File: config.mk
export PLATFORM = sky130hd
export DESIGN_NAME = sa2x2_seq
export DESIGN_NICKNAME = d
export VERILOG_FILES = /design/src/rtl/sa2x2_seq_pkg.sv /design/src/rtl/sa_skew_reg.sv /design/src/rtl/sa2x2_seq.sv
export SDC_FILE = /design/constraint.sdc
export NUM_CORES = 1
export LEC_CHECK = 0
export ABC_AREA = 1
export BUFFER_PORTS_ARGS = -buffer_cell sky130_fd_sc_hd__buf_2
export CORE_ASPECT_RATIO = 1.2
export CORE_MARGIN = 4
export CORE_UTILIZATION = 40
export DETAILED_ROUTE_END_ITERATION = 12
export GPL_TIMING_DRIVEN = 0
export PLACE_DENSITY = 0.76
export SETUP_SLACK_MARGIN = 0.1
export SLEW_MARGIN = 10
export SYNTH_ARGS = -nofsm -noshare
export SYNTH_HDL_FRONTEND = slang
export SYNTH_SLANG_ARGS = --single-unit
File: constraint.sdc
create_clock -name clk -period 2 [get_ports clk]
set_clock_uncertainty 0.05 [all_clocks]
set_input_delay 0.2 -clock clk [delete_from_list [all_inputs] [get_ports clk]]
set_output_delay 0.2 -clock clk [all_outputs]
set_load 0.01 [all_outputs]
File: src/rtl/sa2x2_seq_pkg.sv
// rtl/sa2x2_seq_pkg.sv - Shared state encoding and defaults for systolic array sequencers
//
// Contents:
//   seq_state_e  : job sequencer states (IDLE, CLEAR, FEED, DRAIN, DONE)
//   SA_DRAIN_CYC : default cycles from the last skewed beat to a stable array sum
//   SA_LEN_W     : default width of the job length and beat counter
package sa2x2_seq_pkg;

  typedef enum logic [2:0] {
    ST_IDLE  = 3'd0,
    ST_CLEAR = 3'd1,
    ST_FEED  = 3'd2,
    ST_DRAIN = 3'd3,
    ST_DONE  = 3'd4
  } seq_state_e;

  localparam int SA_DRAIN_CYC = 3;
  localparam int SA_LEN_W     = 8;

endpackage

File: src/rtl/sa_skew_reg.sv
// rtl/sa_skew_reg.sv - Two-lane 8-bit single-stage delay line for array input skew
//
// Ports:
//   clk, rst         : clock, synchronous active-high reset
//   d_in0, d_in1     : lane inputs, captured every cycle
//   d_out0, d_out1   : lane inputs delayed by one cycle
module sa_skew_reg (
  input  logic       clk,
  input  logic       rst,
  input  logic [7:0] d_in0,
  input  logic [7:0] d_in1,
  output logic [7:0] d_out0,
  output logic [7:0] d_out1
);

  always_ff @(posedge clk) begin
    if (rst) begin
      d_out0 <= 8'd0;
      d_out1 <= 8'd0;
    end else begin
      d_out0 <= d_in0;
      d_out1 <= d_in1;
    end
  end

endmodule

File: src/rtl/sa2x2_seq.sv
// rtl/sa2x2_seq.sv - Job sequencer feeding a 2x2 systolic MAC array
//
// Ports:
//   clk, rst                         : clock, synchronous active-high reset
//   start, cfg_len                   : job request and beat count (accepted in IDLE only)
//   busy                             : high whenever a job is in progress
//   in_valid, in_ready               : operand beat handshake
//   in_d0, in_d1, in_w0, in_w1       : operand beat (two data lanes, two weight lanes)
//   sa_din0, sa_din1, sa_win0, sa_win1 : registered, skewed drive to the array
//   sa_clear                         : array accumulator clear
//   sa_out                           : array sum
//   res_valid, res_ready, res_data   : result handshake and captured sum
module sa2x2_seq
  import sa2x2_seq_pkg::*;
#(
  parameter int DRAIN_CYC = SA_DRAIN_CYC,
  parameter int LEN_W     = SA_LEN_W
) (
  input  logic             clk,
  input  logic             rst,
  input  logic             start,
  input  logic [LEN_W-1:0] cfg_len,
  output logic             busy,
  input  logic             in_valid,
  output logic             in_ready,
  input  logic [7:0]       in_d0,
  input  logic [7:0]       in_d1,
  input  logic [7:0]       in_w0,
  input  logic [7:0]       in_w1,
  output logic [7:0]       sa_din0,
  output logic [7:0]       sa_din1,
  output logic [7:0]       sa_win0,
  output logic [7:0]       sa_win1,
  output logic             sa_clear,
  input  logic [7:0]       sa_out,
  output logic             res_valid,
  input  logic             res_ready,
  output logic [7:0]       res_data
);

  // Wide enough to hold DRAIN_CYC, and never zero width even when DRAIN_CYC is 0.
  localparam int DCNT_W = $clog2(DRAIN_CYC + 2);

  seq_state_e        state;
  logic [LEN_W-1:0]  len_q;
  logic [LEN_W-1:0]  beat_cnt;
  logic [DCNT_W-1:0] drain_cnt;
  logic              beat;
  logic [7:0]        skew_d_in;
  logic [7:0]        skew_w_in;
  logic [7:0]        skew_d_q;
  logic [7:0]        skew_w_q;

  // in_ready is a registered copy of "state is FEED", so it doubles as the FEED qualifier.
  assign beat = in_valid && in_ready;

  // Lane 1 enters the skew stage only on a beat; bubbles shift zeros through.
  assign skew_d_in = beat ? in_d1 : 8'd0;
  assign skew_w_in = beat ? in_w1 : 8'd0;

  sa_skew_reg u_skew (
    .clk    (clk),
    .rst    (rst),
    .d_in0  (skew_d_in),
    .d_in1  (skew_w_in),
    .d_out0 (skew_d_q),
    .d_out1 (skew_w_q)
  );

  always_ff @(posedge clk) begin
    if (rst) begin
      state     <= ST_IDLE;
      len_q     <= '0;
      beat_cnt  <= '0;
      drain_cnt <= '0;
      busy      <= 1'b0;
      in_ready  <= 1'b0;
      sa_din0   <= 8'd0;
      sa_win0   <= 8'd0;
      sa_din1   <= 8'd0;
      sa_win1   <= 8'd0;
      sa_clear  <= 1'b0;
      res_valid <= 1'b0;
      res_data  <= 8'd0;
    end else begin
      // Lane 0 is zero unless a beat lands this cycle; lane 1 always follows the skew stage
      // (the second half of the one-cycle lag between lanes).
      sa_din0  <= 8'd0;
      sa_win0  <= 8'd0;
      sa_din1  <= skew_d_q;
      sa_win1  <= skew_w_q;
      sa_clear <= 1'b0;

      case (state)
        ST_IDLE: begin
          if (start && (cfg_len != '0)) begin
            len_q    <= cfg_len;
            busy     <= 1'b1;
            sa_clear <= 1'b1;
            state    <= ST_CLEAR;
          end
        end

        ST_CLEAR: begin
          beat_cnt <= '0;
          in_ready <= 1'b1;
          state    <= ST_FEED;
        end

        ST_FEED: begin
          if (beat) begin
            sa_din0  <= in_d0;
            sa_win0  <= in_w0;
            beat_cnt <= beat_cnt + LEN_W'(1);
            if ((beat_cnt + LEN_W'(1)) == len_q) begin
              in_ready  <= 1'b0;
              drain_cnt <= '0;
              state     <= ST_DRAIN;
            end
          end
        end

        ST_DRAIN: begin
          // 1 + DRAIN_CYC cycles: one to flush the skew stage, then the array latency.
          drain_cnt <= drain_cnt + DCNT_W'(1);
          if (drain_cnt == DCNT_W'(DRAIN_CYC)) begin
            res_data  <= sa_out;
            res_valid <= 1'b1;
            state     <= ST_DONE;
          end
        end

        ST_DONE: begin
          if (res_ready) begin
            res_valid <= 1'b0;
            busy      <= 1'b0;
            state     <= ST_IDLE;
          end
        end

        default: begin
          busy      <= 1'b0;
          in_ready  <= 1'b0;
          res_valid <= 1'b0;
          state     <= ST_IDLE;
        end
      endcase
    end
  end

endmodule
==> results of run 1 <==
==> power by group through the flow <==
stage / registers [W] / clock network, W / logic (W)
floorplan: 0.00184 / 0 / 0.000418
global placement: 0.00184 / 0 / 0.000612
detailed placement: 0.00184 / 0 / 0.000622
CTS: 0.00180 / 0.00140 / 0.000668
global route: 0.00182 / 0.00148 / 0.000775
finish: 0.00181 / 0.00138 / 0.000684
==> metrics by stage <==
stage,instances,instance area [sq um],hold WS (ns),setup slack [ns],util (%)
floorplan,385,3010,0.262,0.388,-
global placement,571,3600,0.340,0.173,49.5
detailed placement,571,3600,0.344,0.161,49.5
CTS,615,4110,0.00470,0.131,56.5
global route,616,4150,0.00683,0.0448,57.0
finish,616,4150,0.0197,0.199,57.0
==> state kept, by name, summed over array words and instances (netlist names) <==
| register | flops |
|---|---|
| u_skew.d_out0 | 8 |
| sa_din1 | 8 |
| sa_din0 | 8 |
| busy | 1 |
| res_valid | 1 |
| len_q | 8 |
| beat_cnt | 8 |
| in_ready | 1 |
| res_data | 8 |
| state | 3 |
| sa_win1 | 8 |
| sa_win0 | 8 |
| sa_clear | 1 |
| u_skew.d_out1 | 8 |
| drain_cnt | 3 |
==> final cells by class <==
| type | count | area (sq um) |
|---|---|---|
| buffer | 10 | 41.3 |
| clock buffer | 9 | 124 |
| timing repair buffer | 125 | 771 |
| fill | 665 | 3130 |
| multi-input combinational | 215 | 1050 |
| clock inverter | 7 | 109 |
| tap | 90 | 113 |
| sequential | 82 | 1650 |
| inverter | 78 | 293 |
==> placed cells by master (no fill, tap or decap), types with 3 or more instances in the layout <==
cell type | Yosys | routed
nand3_1 | 28 | 28
a21oi_1 | 26 | 25
a21oi_2 | 4 | 5
o21ai_0 | 11 | 11
buf_2 | 2 | 98
clkbuf_1 | 7 | 6
nor2_2 | 5 | 5
clkbuf_8 | 0 | 9
nand2_2 | 6 | 8
dfxtp_1 | 82 | 80
inv_1 | 75 | 74
nand2_1 | 54 | 52
inv_2 | 3 | 4
nor2_1 | 61 | 61
nand3_2 | 3 | 3
dlygate4sd3_1 | 0 | 29
==> logic make-up (layout without fill, tap and decap cells) <==
family	count (synthesis)	after routing	synth area share, %
flip-flops	82	82	54.6
AND/OR/NAND/NOR	166	166	24.5
AO/OA/AOI/OAI	46	46	8.53
adder cells (fa/ha/maj)	3	3	1.25
buffers and inverters	88	229	11.1
==> per-layer routing <==
layer | vias up | part of all wire [%] | global-route usage, %
li1 | 1444 | - | -
met1 | 1266 | 39 | 18.3
met2 | 71 | 53 | 31.6
met3 | 17 | 5.0 | 4.56
met4 | 0 | 2.4 | 7.08
met5 | - | 0 | 0
==> worst max-delay path, cell delays in order (launching register included) <==
cell and delay, ns:
dfxtp_4 0.38, ha_4 0.27, inv_2 0.04, a21oi_2 0.10
nand3_1 0.09, nor2_1 0.12, nand3_1 0.09, nor2_2 0.16
nand4_1 0.16, nand3_1 0.15, a21oi_2 0.06
==> worst max-delay path by stage <==
stage,to,depth (start not counted),slack [ns],start
floorplan,in_ready$_SDFFE_PP0P_,11,0.39,beat_cnt[0]$_SDFFE_PP0P_
global placement,drain_cnt[1]$_SDFFE_PP0P_,9,0.17,beat_cnt[0]$_SDFFE_PP0P_
detailed placement,drain_cnt[1]$_SDFFE_PP0P_,12,0.16,beat_cnt[0]$_SDFFE_PP0P_
CTS,drain_cnt[1]$_SDFFE_PP0P_,12,0.13,beat_cnt[0]$_SDFFE_PP0P_
global route,drain_cnt[2]$_SDFFE_PP0P_,10,0.04,beat_cnt[0]$_SDFFE_PP0P_
finish,drain_cnt[2]$_SDFFE_PP0P_,10,0.20,beat_cnt[0]$_SDFFE_PP0P_
==> timing repair <==
item                                    4_1_cts  5_1_grt
endpoints found under the setup margin        0        6
setup buffers                                 0        0
gates resized for setup                       0       11
hold endpoints to repair                     28        1
hold buffers                                 28        1
==> qor.yml, run 1 <==
run_status:
  run_status: "complete, no violations"
critical_path:
  regToRegSetupSlack_ns: 0.20
  r2r-end: "drain_cnt[2]$_SDFFE_PP0P_"
  reg2regPathDepth: 10
  startpoint_type: "flip-flop"
  endpoint_kind: "flip-flop"
  crit_type: "reg -> reg"
  arrival_ns: 1.98
  rr_startpoint: "beat_cnt[0]$_SDFFE_PP0P_"
  worstPathRequired_ns: 2.18
  crit_fanout: 6
pwr:
  max-vdd-ir-drop_mv: 0.558
  combPwrFrac_pct: 17.7
  p_int_w: 0.00274
  seqPwrFrac_pct: 46.7
  power.share.switching_pct: 29.3
  p_clk_share_pct: 35.6
  powerDensity_mw_per_mm2: 933
  p_switching_w: 0.00113
  p_total_w: 0.00387
  cellLeakagePower_nw: 2.00
yosys:
  synth_cell_types: 27
  synth_nets: 441
  synth_cells: 385
  yosysTopAreaCellShare_pct: 54.6
  yosysSeqAreaShare_pct: 54.6
  synth_area_leaders: "dfxtp_1 (55%), inv_1 (9.4%), nor2_1 (7.6%), nand2_1 (6.7%), nand3_1 (4.7%)"
  synth_ff_type: "dfxtp_1"
  syn-cell-area_sq_mm: 0.00301
  synthArstFlopShare_pct: 0
  synth.most_common_cell: "dfxtp_1"
  ys_seq_elements: 82
  yosys_warnings: 0
  syn_avg_cell_area_sq_um: 7.81
  synth_top_area_cell: "dfxtp_1"
  synth-edff-count: 0
  synth_common_cells: "dfxtp_1 (82), inv_1 (75), nor2_1 (61), nand2_1 (54), nand3_1 (28)"
die:
  rows: 34
  design.core.area_sq_mm: 0.00727
  die_area_sq_mm: 0.00897
  chipWidth_um: 87.1
  die_h_um: 103
  initial_core_util_pct: 41.3
  ios: 97
sta:
  fin_tns_setup_ns: 0
  worst_pin_slew_ns: 0.589
  slew_headroom_pct: 60.8
  fin_crit_sh_pct: 90.0
  rsz0062_at_grt: "true"
  fmax_ghz: 0.555
  slew_viol_final: 0
  hold_viol: 0
  min_period_ns: 1.80
  setup_viol: 0
global_route:
  overflow: 0
  grt_util_all_layers_pct: 17.1
  antenna_found_initial: 0
  grt_pass1_wl_um: 12000
  grt_max_degree: 17
  grt_pass1_vias: 2699
cts:
  cts-root-buf: "clkbuf_8"
  cts_inserted_buffers: 9
  cts_tree: "built"
  htreeDepth: 3
  clk_path_buf_depth: 2
  clk_latency_ns: 0.36
  clk_pin_slew_worst_paths_ns: 0.09
  cts_sinks: 82
final_layout:
  areaGrowthSynthToFinish_pct: 38.1
  layout.nets: 577
  n_antenna_cell: 0
  drive_above_1_share_pct: 28.1
hold_path:
  min_from: "in_w0[5]"
  min_path_type: "in -> reg"
  hold_depth: 3
  hold_end: "sa_win0[5]$_SDFF_PP0_"
detailed_routing:
  viasPerCell: 4.54
  wl_per_cell_um: 12.3
  antenna_left: 0
  route.vias.total: 2798
  drc: 0
  drt_first_pass_iters: 4
  drtIter0Drc: 130
  finalWirelength_um: 7580
run:
  max-cap-violations: 0
placed_design:
  gp_congestion: 0.876
  hpwl_um: 5180
  port_buffers: 96
Power figures use the tool's default switching activity.
==> run 2: changes to the inputs <==
==> constraint.sdc (replaced) <==
create_clock -name clk -period 1.8 [get_ports clk]
set_clock_uncertainty 0.05 [all_clocks]
set_input_delay 0.18 -clock clk [delete_from_list [all_inputs] [get_ports clk]]
set_output_delay 0.18 -clock clk [all_outputs]
set_load 0.01 [all_outputs]
==> run 2 against run 1 <==
  * Routed wire length increased by 3.4%
  * Via count increased by 2.4%
  * Non-clock buffer count increased by 6
  * Hold slack improved by 0.020 ns
  * Sequential share of layout area decreased by 0.68 points
  * First-iteration DRC count unchanged
  * Clock power increased by 12%
  * Flip-flop and latch count unchanged
  * Global-route usage increased by 0.54 points
  * Largest power group unchanged
==> qor.yml, run 2 (same netlist as run 1, synthesis figures left out) <==
run_status:
  run_status: "complete, no violations"
cts:
  clk_latency_ns: 0.36  # about the same
  cts_sinks: 82  # unchanged
  clk_path_buf_depth: 2  # unchanged
  cts-root-buf: "clkbuf_8"
  clk_pin_slew_worst_paths_ns: 0.10  # about the same
  cts_tree: "built"
  cts_inserted_buffers: 9  # unchanged
  htreeDepth: 3  # unchanged
sta:
  slew_viol_final: 0  # unchanged
  worst_pin_slew_ns: 0.594  # +0.00504 ns
  hold_viol: 0  # unchanged
  min_period_ns: 1.76  # -0.0442 ns
  fin_crit_sh_pct: 97.6  # +7.5 points
  slew_headroom_pct: 60.4  # -0.34 points
  hold-worst-slack_ns: 0.0398  # +0.0202 ns
  fmax_ghz: 0.569  # +2.5%
  rsz0062_at_grt: "true"
  setup_slack_ns: 0.0436  # -0.156 ns
  setup_viol: 0  # unchanged
hold_path:
  hold_depth: 3  # unchanged
  hold_end: "res_data[6]$_SDFFE_PP0P_"
  min_from: "sa_out[6]"
  min_path_type: "in -> reg"
pwr:
  max-vdd-ir-drop_mv: 0.629  # +13%
  powerDensity_mw_per_mm2: 1030  # +10%
  seqPwrFrac_pct: 46.3  # -0.4 points
  combPwrFrac_pct: 18.1  # +0.4 points
  power.share.switching_pct: 29.6  # +0.28 points
  p_clk_share_pct: 35.5  # about the same
  cellLeakagePower_nw: 2.04  # +1.7%
  p_switching_w: 0.00128  # +13%
  p_int_w: 0.00305  # +12%
die:
  die_h_um: 103  # unchanged
  die_area_sq_mm: 0.00897  # unchanged
  design.core.area_sq_mm: 0.00727  # unchanged
  chipWidth_um: 87.1  # unchanged
  rows: 34  # unchanged
  ios: 97  # unchanged
  initial_core_util_pct: 41.3  # unchanged
final_layout:
  stdcell_area_sq_mm: 0.00422  # +1.7%
  regArea_sq_mm: 0.00165  # unchanged
  layout.nets: 583  # +1.0%
  fin_cells: 623  # +1.1%
  finalCoreUtilization_pct: 58.0  # +1.0 points
  drive_above_1_share_pct: 29.3  # +1.2 points
  final_cell_mix: "buf_2 (99), dfxtp_1 (80), inv_1 (74), nor2_1 (60), nand2_1 (50)"
  multi_input_area_sq_mm: 0.00107  # +1.7%
  fillCellCount: 657  # -1.2%
  layout.cells.most_common: "buf_2"
  areaGrowthSynthToFinish_pct: 40.5
global_route:
  grt_pass1_vias: 2802  # +3.8%
  antenna_found_initial: 0  # unchanged
  grt_max_degree: 17  # unchanged
  grt_pass1_wl_um: 12300  # +3.1%
  overflow: 0  # unchanged
  grt_util_all_layers_pct: 17.6  # +0.54 points
critical_path:
  r2r-end: "drain_cnt[2]$_SDFFE_PP0P_"
  startpoint_type: "flip-flop"
  rr_startpoint: "beat_cnt[0]$_SDFFE_PP0P_"
  crit_fanout: 3  # -3
  crit_type: "reg -> reg"
  endpoint_kind: "flip-flop"
  reg2regPathDepth: 10  # unchanged
  worstPathRequired_ns: 1.98  # -0.20 ns
  arrival_ns: 1.93  # -0.05 ns
  regToRegSetupSlack_ns: 0.04  # -0.16 ns
detailed_routing:
  finalWirelength_um: 7840  # +3.4%
  drc: 0  # unchanged
  wl_per_cell_um: 12.6  # +2.3%
  drtIter0Drc: 130  # unchanged
  viasPerCell: 4.60  # +1.2%
  antenna_left: 0  # unchanged
  route.vias.total: 2865  # +2.4%
  drt_first_pass_iters: 4  # unchanged
run:
  max-cap-violations: 0  # unchanged
placed_design:
  hpwl_um: 5180  # unchanged
  dpl-instance-area_sq_mm: 0.00360  # unchanged
  port_buffers: 96  # unchanged
  gp_congestion: 0.876  # unchanged
  pre_cts_ws_ns: -0.0391  # -0.200 ns
  placed_cells: 571  # unchanged
-- run 2: how the worst max path moves through the flow --
stage / from / slack, ns / endpoint
floorplan: beat_cnt[0]$_SDFFE_PP0P_ / 0.19 / in_ready$_SDFFE_PP0P_
global placement: beat_cnt[0]$_SDFFE_PP0P_ / -0.03 / drain_cnt[1]$_SDFFE_PP0P_
detailed placement: beat_cnt[0]$_SDFFE_PP0P_ / -0.04 / drain_cnt[1]$_SDFFE_PP0P_
CTS: beat_cnt[0]$_SDFFE_PP0P_ / 0.001 / drain_cnt[2]$_SDFFE_PP0P_
global route: beat_cnt[0]$_SDFFE_PP0P_ / -0.09 / drain_cnt[2]$_SDFFE_PP0P_
finish: beat_cnt[0]$_SDFFE_PP0P_ / 0.04 / drain_cnt[2]$_SDFFE_PP0P_
-- run 2: per-layer routing --
metal	vias to the layer above	share of wire [%]	GRT usage, %
met1	1303	38	18.9
met4	0	2.9	8.50
met2	84	53	32.1
met5	-	0	0
met3	23	5.3	4.40
li1	1455	-	-
-- run 2: critical path, cell delays in order, from the launching register on --
cell,delay [ns]
dfxtp_4,0.37
ha_4,0.26
inv_2,0.04
a21oi_2,0.11
nand3_1,0.08
nor2_1,0.11
nand3_1,0.09
nor2_2,0.14
nand4_1,0.17
nand3_1,0.14
a21oi_2,0.06
-- run 2: power groups by stage --
stage	logic [W]	registers [W]	clock network [W]
after CTS	0.000756	0.00200	0.00156
after floorplan	0.000465	0.00205	0
after global routing	0.000881	0.00202	0.00164
after global placement	0.000680	0.00204	0
final	0.000786	0.00201	0.00154
after detailed placement	0.000691	0.00205	0
-- run 2: per-stage QoR --
| step | TNS (ns) | power (W) |
|---|---|---|
| 2_1_floorplan | 0 | 0.00251 |
| 3_3_place_gp | -0.0609 | 0.00272 |
| 3_5_place_dp | -0.0988 | 0.00274 |
| 4_1_cts | 0 | 0.00432 |
| 5_1_grt | -0.335 | 0.00454 |
| 6_report | 0 | 0.00433 |
-- run 2: final cells by class --
cell class / instances / share of cell area (%)
antenna: 1 / 0.0593
timing repair buffer: 131 / 19.5
inverter: 78 / 6.94
clock inverter: 7 / 2.58
sequential: 82 / 39.0
buffer: 10 / 0.978
clock buffer: 9 / 2.93
multi-input combinational: 215 / 25.3
tap: 90 / 2.67
-- run 2: timing repair --
action	in CTS	in global routing
hold endpoints to repair	31	1
hold buffers	31	1
setup endpoints to repair	17	32
resized for setup	8	9
pin swaps	8	6
setup buffers	3	0
